### src/rtl/spindash_mix_pkg.sv
// Shared types, constants and sizing helpers for the spindash stereo mixer.
package spindash_mix_pkg;

    typedef enum logic [1:0] {
        StIdle = 2'd0,
        StAcc  = 2'd1,
        StSat  = 2'd2
    } mix_state_e;

    localparam int unsigned CTRL_INDEX = 31;
    localparam logic [7:0]  UNITY_GAIN = 8'h80;
    localparam int unsigned GAIN_FRAC  = 7;
    localparam int unsigned SIDE_BIT   = 5;
    localparam int unsigned SHIFT_W    = 3;

    // Wide enough that a full frame of worst-case products never wraps.
    function automatic int unsigned acc_width(input int unsigned in_w,
                                              input int unsigned gain_w,
                                              input int unsigned chips);
        return in_w + gain_w + 1 + $clog2(chips);
    endfunction

endpackage

### src/rtl/spindash_sat.sv
// Arithmetic down-shift of a mixer accumulator followed by a signed clamp to the output width.
module spindash_sat
    import spindash_mix_pkg::*;
#(
    parameter int unsigned IN_W  = 29,
    parameter int unsigned OUT_W = 16
) (
    input  logic signed [IN_W-1:0]  acc_i,
    input  logic [SHIFT_W-1:0]      shift_i,
    output logic signed [OUT_W-1:0] sat_o,
    output logic                    clip_o
);

    localparam logic signed [IN_W-1:0] MaxVal = {{(IN_W-OUT_W+1){1'b0}}, {(OUT_W-1){1'b1}}};
    localparam logic signed [IN_W-1:0] MinVal = {{(IN_W-OUT_W+1){1'b1}}, {(OUT_W-1){1'b0}}};

    logic signed [IN_W-1:0] shifted;

    always_comb begin
        shifted = acc_i >>> (GAIN_FRAC + 32'(shift_i));
        sat_o   = shifted[OUT_W-1:0];
        clip_o  = 1'b0;
        if (shifted > MaxVal) begin
            sat_o  = MaxVal[OUT_W-1:0];
            clip_o = 1'b1;
        end else if (shifted < MinVal) begin
            sat_o  = MinVal[OUT_W-1:0];
            clip_o = 1'b1;
        end
    end

endmodule

### src/rtl/spindash_mixer.sv
// Time-multiplexed stereo mixer: snapshot all chips on a strobe edge, gain-weighted MAC one
// chip per clock, then master shift and saturate to the PDM input width.
module spindash_mixer
    import spindash_mix_pkg::*;
#(
    parameter int unsigned CHIP_COUNT = 9,
    parameter int unsigned IN_W       = 16,
    parameter int unsigned GAIN_W     = 8,
    parameter int unsigned OUT_W      = 16
) (
    input  logic                       clk,
    input  logic                       rst_n,
    input  logic                       sample_stb,
    input  logic [CHIP_COUNT*IN_W-1:0] snd_left_in,
    input  logic [CHIP_COUNT*IN_W-1:0] snd_right_in,
    input  logic                       cfg_wr,
    input  logic [5:0]                 cfg_addr,
    input  logic [7:0]                 cfg_data,
    output logic signed [OUT_W-1:0]    mix_left,
    output logic signed [OUT_W-1:0]    mix_right,
    output logic                       mix_valid,
    output logic                       busy,
    output logic                       clip_l,
    output logic                       clip_r,
    output logic                       overrun
);

    localparam int unsigned AccW  = acc_width(IN_W, GAIN_W, CHIP_COUNT);
    localparam int unsigned ProdW = IN_W + GAIN_W + 1;
    localparam int unsigned IdxW  = (CHIP_COUNT > 1) ? $clog2(CHIP_COUNT) : 1;

    mix_state_e             state_q, state_d;
    logic                   stb_q, edge_q, stb_edge;
    logic [IdxW-1:0]        idx_q, idx_d;
    logic signed [AccW-1:0] acc_l_q, acc_l_d, acc_r_q, acc_r_d;
    logic signed [IN_W-1:0] snap_l_q [CHIP_COUNT];
    logic signed [IN_W-1:0] snap_r_q [CHIP_COUNT];
    logic [GAIN_W-1:0]      gain_l_q [CHIP_COUNT];
    logic [GAIN_W-1:0]      gain_r_q [CHIP_COUNT];
    logic [SHIFT_W-1:0]     shift_q;
    logic signed [ProdW-1:0] prod_l, prod_r;
    logic signed [OUT_W-1:0] sat_l, sat_r, mix_left_q, mix_right_q;
    logic                   sat_clip_l, sat_clip_r;
    logic                   mix_valid_q, clip_l_q, clip_r_q, overrun_q;
    logic [4:0]             cfg_idx;
    logic                   cfg_ctrl, flag_clr;

    assign stb_edge = sample_stb & ~stb_q;
    assign cfg_idx  = cfg_addr[4:0];
    assign cfg_ctrl = cfg_wr && (cfg_idx == 5'(CTRL_INDEX));
    assign flag_clr = cfg_ctrl && cfg_data[7];

    // Gains are zero-extended so 0xFF reads as +255/128 rather than a negative weight.
    assign prod_l = ProdW'(snap_l_q[idx_q]) * ProdW'($signed({1'b0, gain_l_q[idx_q]}));
    assign prod_r = ProdW'(snap_r_q[idx_q]) * ProdW'($signed({1'b0, gain_r_q[idx_q]}));

    always_comb begin
        state_d = state_q;
        idx_d   = idx_q;
        acc_l_d = acc_l_q;
        acc_r_d = acc_r_q;
        unique case (state_q)
            StIdle: begin
                if (edge_q) begin
                    state_d = StAcc;
                    idx_d   = '0;
                    acc_l_d = '0;
                    acc_r_d = '0;
                end
            end
            StAcc: begin
                acc_l_d = acc_l_q + AccW'(prod_l);
                acc_r_d = acc_r_q + AccW'(prod_r);
                idx_d   = idx_q + 1'b1;
                if (idx_q == IdxW'(CHIP_COUNT - 1)) state_d = StSat;
            end
            StSat:   state_d = StIdle;
            default: state_d = StIdle;
        endcase
    end

    always_ff @(posedge clk or negedge rst_n) begin
        if (!rst_n) begin
            state_q <= StIdle;
            stb_q   <= 1'b0;
            edge_q  <= 1'b0;
            idx_q   <= '0;
            acc_l_q <= '0;
            acc_r_q <= '0;
            for (int unsigned i = 0; i < CHIP_COUNT; i++) begin
                snap_l_q[i] <= '0;
                snap_r_q[i] <= '0;
            end
        end else begin
            state_q <= state_d;
            stb_q   <= sample_stb;
            edge_q  <= stb_edge;
            idx_q   <= idx_d;
            acc_l_q <= acc_l_d;
            acc_r_q <= acc_r_d;
            if (state_q == StIdle && edge_q) begin
                for (int unsigned i = 0; i < CHIP_COUNT; i++) begin
                    snap_l_q[i] <= snd_left_in[i*IN_W +: IN_W];
                    snap_r_q[i] <= snd_right_in[i*IN_W +: IN_W];
                end
            end
        end
    end

    always_ff @(posedge clk or negedge rst_n) begin
        if (!rst_n) begin
            for (int unsigned i = 0; i < CHIP_COUNT; i++) begin
                gain_l_q[i] <= GAIN_W'(UNITY_GAIN);
                gain_r_q[i] <= GAIN_W'(UNITY_GAIN);
            end
            shift_q <= '0;
        end else begin
            for (int unsigned i = 0; i < CHIP_COUNT; i++) begin
                if (cfg_wr && cfg_idx == 5'(i)) begin
                    if (cfg_addr[SIDE_BIT]) gain_r_q[i] <= GAIN_W'(cfg_data);
                    else                    gain_l_q[i] <= GAIN_W'(cfg_data);
                end
            end
            if (cfg_ctrl) shift_q <= cfg_data[SHIFT_W-1:0];
        end
    end

    spindash_sat #(
        .IN_W  (AccW),
        .OUT_W (OUT_W)
    ) u_sat_l (
        .acc_i   (acc_l_q),
        .shift_i (shift_q),
        .sat_o   (sat_l),
        .clip_o  (sat_clip_l)
    );

    spindash_sat #(
        .IN_W  (AccW),
        .OUT_W (OUT_W)
    ) u_sat_r (
        .acc_i   (acc_r_q),
        .shift_i (shift_q),
        .sat_o   (sat_r),
        .clip_o  (sat_clip_r)
    );

    // A set in the same cycle as a clear wins so no clip event is ever lost.
    always_ff @(posedge clk or negedge rst_n) begin
        if (!rst_n) begin
            mix_left_q  <= '0;
            mix_right_q <= '0;
            mix_valid_q <= 1'b0;
            clip_l_q    <= 1'b0;
            clip_r_q    <= 1'b0;
            overrun_q   <= 1'b0;
        end else begin
            mix_valid_q <= (state_q == StSat);
            if (state_q == StSat) begin
                mix_left_q  <= sat_l;
                mix_right_q <= sat_r;
            end
            if (state_q == StSat && sat_clip_l) clip_l_q <= 1'b1;
            else if (flag_clr)                  clip_l_q <= 1'b0;
            if (state_q == StSat && sat_clip_r) clip_r_q <= 1'b1;
            else if (flag_clr)                  clip_r_q <= 1'b0;
            if (edge_q && state_q != StIdle)    overrun_q <= 1'b1;
            else if (flag_clr)                  overrun_q <= 1'b0;
        end
    end

    assign mix_left  = mix_left_q;
    assign mix_right = mix_right_q;
    assign mix_valid = mix_valid_q;
    assign busy      = (state_q != StIdle);
    assign clip_l    = clip_l_q;
    assign clip_r    = clip_r_q;
    assign overrun   = overrun_q;

endmodule

### config.mk
export PLATFORM = sky130hd
export DESIGN_NAME = spindash_mixer
export DESIGN_NICKNAME = d
export VERILOG_FILES = /design/src/rtl/spindash_mix_pkg.sv /design/src/rtl/spindash_sat.sv /design/src/rtl/spindash_mixer.sv
export SDC_FILE = /design/constraint.sdc
export NUM_CORES = 2
export LEC_CHECK = 0
export CORE_MARGIN = 2
export CORE_UTILIZATION = 45
export CTS_BUF_LIST = sky130_fd_sc_hd__clkbuf_16
export CTS_CLUSTER_DIAMETER = 40
export CTS_CLUSTER_SIZE = 16
export DETAILED_ROUTE_END_ITERATION = 8
export DONT_BUFFER_PORTS = 1
export HOLD_SLACK_MARGIN = 0.1
export PLACE_DENSITY_LB_ADDON = 0.2
export SLEW_MARGIN = 20
export SYNTH_ARGS = -nofsm -noshare
export SYNTH_HDL_FRONTEND = slang
export SYNTH_HIERARCHICAL = 1
export SYNTH_SLANG_ARGS = --single-unit
### constraint.sdc
create_clock -name clk -period 8.7 [get_ports clk]
set_input_delay 1.305 -clock clk [delete_from_list [all_inputs] [get_ports clk]]
set_output_delay 1.305 -clock clk [all_outputs]
set_load 0.02 [all_outputs]
==> summary by stage <==
Logic synthesis
Summing the areas of all and, or, nand and nor instances in the mapped netlist gives 16.3% of the synthesized area. The gate count after technology mapping is 3922. Counting flops with a built-in enable in the synthesized netlist gives 0. The dominant combinational cell family by area after synthesis is adder cells. The net count of the mapped netlist is 4614.

In the synthesized netlist the dominant register cell turns out to be sky130_fd_sc_hd__dfrtp_1. Measured against the total synthesized area, the mux share comes to 15.2%. Yosys mapped the design onto 81 distinct sky130hd cell types. The complex-gate fraction of the synthesized area is 7.20%. The area share of fa/ha/maj cells after synthesis is 17.9%. The proportion of register bits with asynchronous set or reset after synthesis is 100%. The post-synthesis average cell area is 9.63 sq um.

The netlist area before placement is 37800 sq um. The sequential fraction of the synthesis area is 35.6%. The area share of xor/xnor cells in the synthesized design is 1.11%. Counting flops and latches in the post-synthesis netlist gives 537. Yosys printed 6 warnings.

Floorplanning
In this run the core area contains 106 standard-cell rows. Pin placement for this block handled 343 I/O pins. The floorplan step set the die width to 294 um. The effective utilization at floorplan is 45.3%.

The height of the die is 294 um. The floorplan step defined a die boundary enclosing 86200 sq um. The area of the placeable core is 83400 sq um.

Route
For this run, design rule violations remaining after detail routing come to 0. The detailed-route via count is 26900. The count of nets left with antenna violations once routing finished came out at 0.

The via-per-instance ratio is 5.35. The overall routed net length is 99600 um. The pre-antenna-repair detailed-routing pass consisted of 5 iterations. The per-cell routed wire length is 19.8 um. The number of DRC markers after the initial detailed-route iteration is 1778.

Timing
The number of failing hold endpoints at the final stage was 0. The hold slack is 0.376 ns. The clock skew after layout is 0.0498 ns.

Setup violations remaining at the end of the flow were counted as 0. Measured against its own limit, the worst slew margin works out to -141%. For the pin with the worst max-slew slack, the measured transition is 3.61 ns.

Setup repair after global routing left no endpoint under its margin. The shortest period the worst path allows is 8.04 ns. The setup TNS is 0 ns. The setup slack of the critical path after layout is 0.661 ns. Dividing the final minimum period by the clock period gives 92.4%. The number of max-slew violations in the final report is 439. Timing would allow up to 0.124 GHz.

Final layout
The most common library cell in the layout ignoring fill and taps is sky130_fd_sc_hd__nand2_1. After filler insertion, the fill cell instance count of the layout stands at 7654. The synthesis-to-layout area growth is 11.7%. The library cells used most frequently in the layout, excluding fill and tap cells, are sky130_fd_sc_hd__nand2_1 (1065), sky130_fd_sc_hd__dfrtp_1 (514), sky130_fd_sc_hd__inv_1 (430), sky130_fd_sc_hd__fa_1 (258), sky130_fd_sc_hd__nor2_1 (211).

After the last flow step, the layout net total stands at 4562. Of the cells placed in the final design, the portion with a size suffix greater than 1 is 15.1%.

Clocking
The master cell of the clock root buffer is sky130_fd_sc_hd__clkbuf_16. The buffer count from post-CTS setup fixing is 0. The count of hold buffers inserted by post-cts repair is 0. In this run the deepest clock path goes through 3 buffers.

The clock latency on the worst-skew pair is 0.66 ns. The number of clock sinks seen by CTS is 537. The register clock-pin slew on the reported worst setup and hold paths is 0.05 ns.

The total CTS buffers is 93. The number of H-tree levels is 3. The quantity of gates resized following cts is 0. The TritonCTS clock tree is done.

Placement
The minimum setup slack after placement is 0.732 ns. The congestion estimate from routability-driven global placement came to 0.867. The number of port buffers is 0.

The HPWL after detailed placement is 73100 um.

Worst setup path
The reg-to-reg startpoint is idx_q[0]$_DFFE_PN0P_. Measured in cells, the most critical reg-to-reg path has a length of 25. The element type at the critical path start is a flop.

The register-to-register setup slack is 0.66 ns. Along the worst path, the maximum fanout reaches 28. Data on the critical path is required at its endpoint by 9.16 ns. STA puts the critical path data arrival time at 8.50 ns. The end of the worst register-to-register path is acc_l_q[26]$_DFFE_PN0P_. The worst setup path is of the reg2reg kind. The endpoint kind of the worst setup timing path is a flop.

Global route
In the global route stage, overall resource usage came out at 23.5%. The initial antenna violation count came to 8. For this run the aggregate overflow at the end of global routing stands at 0.

The number of global-route vias before repair came to 27600. Entering global routing, the biggest net connects 538 pins. The first-pass GRT wire length is 158000 um.

Outcome
The checks that failed: max-slew violations. The flow ran to the end, but the final reports show violations.

Hold path
The worst min-delay path class is in2async.

Job
The max capacitance violation total is 0.
## synth_stat cells, types with 5 or more instances
master	n	area, sq um
sky130_fd_sc_hd__nand2_1	1066	4000
sky130_fd_sc_hd__dfrtp_1	519	13000
sky130_fd_sc_hd__inv_1	422	1580
sky130_fd_sc_hd__fa_1	258	5160
sky130_fd_sc_hd__nor2_1	211	792
sky130_fd_sc_hd__mux2_2	189	2130
sky130_fd_sc_hd__clkbuf_1	149	559
sky130_fd_sc_hd__ha_1	128	1600
sky130_fd_sc_hd__a21oi_1	115	576
sky130_fd_sc_hd__mux4_2	110	2480
sky130_fd_sc_hd__mux2i_1	106	1060
sky130_fd_sc_hd__o21ai_0	80	400
sky130_fd_sc_hd__o22ai_1	50	313
sky130_fd_sc_hd__nand2b_1	47	294
sky130_fd_sc_hd__nand3_1	37	185
sky130_fd_sc_hd__nor3_1	32	160
sky130_fd_sc_hd__buf_2	29	145
sky130_fd_sc_hd__nor3b_1	25	188
sky130_fd_sc_hd__xor2_1	25	219
sky130_fd_sc_hd__nor2b_1	23	144
sky130_fd_sc_hd__xnor2_1	19	166
sky130_fd_sc_hd__a211oi_1	18	135
sky130_fd_sc_hd__a21o_1	18	135
sky130_fd_sc_hd__dfstp_2	18	473
sky130_fd_sc_hd__buf_1	17	63.8
sky130_fd_sc_hd__o21a_1	17	128
sky130_fd_sc_hd__and2_1	11	68.8
sky130_fd_sc_hd__o21ai_1	11	55.1
sky130_fd_sc_hd__a31oi_1	10	62.6
sky130_fd_sc_hd__buf_6	10	113
sky130_fd_sc_hd__o211ai_1	10	75.1
sky130_fd_sc_hd__o31ai_1	9	67.6
sky130_fd_sc_hd__or2_2	9	56.3
sky130_fd_sc_hd__or3_1	8	50.1
sky130_fd_sc_hd__a221oi_2	7	105
sky130_fd_sc_hd__and3_1	7	43.8
sky130_fd_sc_hd__a22o_1	6	52.6
sky130_fd_sc_hd__nand4_1	6	37.5
sky130_fd_sc_hd__o32ai_1	6	52.6
sky130_fd_sc_hd__a21o_2	5	43.8
sky130_fd_sc_hd__o21bai_1	5	37.5
## logic make-up (layout without fill, tap and decap cells)
group | after synthesis | after routing
adders and majority gates | 386 | 386
other | 0 | 7
AOI/OAI and AO/OA | 413 | 413
buffers and inverters | 631 | 660
muxes | 411 | 411
xor gates and xnor gates | 46 | 46
DFF | 537 | 537
and+or+nand+nor | 1498 | 1498
## state kept, by name (all words and copies together) (netlist names)
register / count
acc_r_q: 29
idx_q: 4
snap_l_q: 144
shift_q: 3
mix_right: 16
clip_r: 1
overrun: 1
stb_q: 1
mix_left: 16
snap_r_q: 144
mix_valid: 1
state_q: 2
gain_l_q: 72
acc_l_q: 29
gain_r_q: 72
clip_l: 1
edge_q: 1
## through the flow
| stage | utilization, % | instance area (sq um) | cells |
|---|---|---|---|
| 2_1_floorplan | - | 37800 | 3922 |
| 5_1_grt | 50.6 | 42200 | 5038 |
| 4_1_cts | 50.5 | 42200 | 5031 |
| 6_report | 50.6 | 42200 | 5038 |
| 3_3_place_gp | 46.5 | 38800 | 4855 |
| 3_5_place_dp | 46.5 | 38800 | 4855 |
## worst max path at each step
stage	from	end	slack (ns)
3_5_place_dp	idx_q[0]$_DFFE_PN0P_	acc_l_q[26]$_DFFE_PN0P_	0.73
5_1_grt	idx_q[0]$_DFFE_PN0P_	acc_l_q[26]$_DFFE_PN0P_	0.19
6_report	idx_q[0]$_DFFE_PN0P_	acc_l_q[26]$_DFFE_PN0P_	0.66
4_1_cts	idx_q[0]$_DFFE_PN0P_	acc_l_q[26]$_DFFE_PN0P_	0.70
3_3_place_gp	idx_q[0]$_DFFE_PN0P_	acc_l_q[26]$_DFFE_PN0P_	0.83
2_1_floorplan	idx_q[0]$_DFFE_PN0P_	acc_l_q[26]$_DFFE_PN0P_	1.52
## layer usage
metal	track usage, %	up-vias	routed length [um]
li1	-	12800	-
met1	32.8	13400	45200
met2	36.8	710	45500
met3	5.17	122	6370
met4	7.06	2	2430
met5	0	-	14
## layout make-up
type                    instances  area (sq um)  area share [%]
clock buffers                  95          2380            5.64
well taps                    1080          1350            3.20
diodes                          7          17.5          0.0415
inverters                     422          1580            3.76
clock inverters                81           982            2.33
flip-flops and latches        537         13500            31.9
multi-input cells            2754         21900            51.8
repair buffers                 62           541            1.28
## worst max-delay path: stages (launching register included)
cell	delay, ns
sky130_fd_sc_hd__dfrtp_4	0.75
sky130_fd_sc_hd__buf_12	0.32
sky130_fd_sc_hd__mux4_2	0.54
sky130_fd_sc_hd__mux2i_1	0.38
sky130_fd_sc_hd__nor2_1	0.07
sky130_fd_sc_hd__a21oi_1	0.45
sky130_fd_sc_hd__nor2_1	0.15
sky130_fd_sc_hd__fa_1	0.48
sky130_fd_sc_hd__fa_1	0.54
sky130_fd_sc_hd__inv_1	0.05
sky130_fd_sc_hd__fa_1	0.47
sky130_fd_sc_hd__inv_1	0.05
sky130_fd_sc_hd__fa_1	0.52
sky130_fd_sc_hd__inv_1	0.05
sky130_fd_sc_hd__fa_1	0.49
sky130_fd_sc_hd__inv_1	0.04
sky130_fd_sc_hd__ha_1	0.34
sky130_fd_sc_hd__and3_1	0.21
sky130_fd_sc_hd__a221oi_2	0.31
sky130_fd_sc_hd__o22ai_1	0.22
sky130_fd_sc_hd__a2111oi_2	0.46
sky130_fd_sc_hd__nor2_1	0.12
sky130_fd_sc_hd__a311o_1	0.37
sky130_fd_sc_hd__a21oi_1	0.17
sky130_fd_sc_hd__xor2_1	0.16
sky130_fd_sc_hd__o22ai_1	0.09
Power is not shown: default switching activity piles up to over one toggle a cycle in this logic, so the estimate is an artifact.
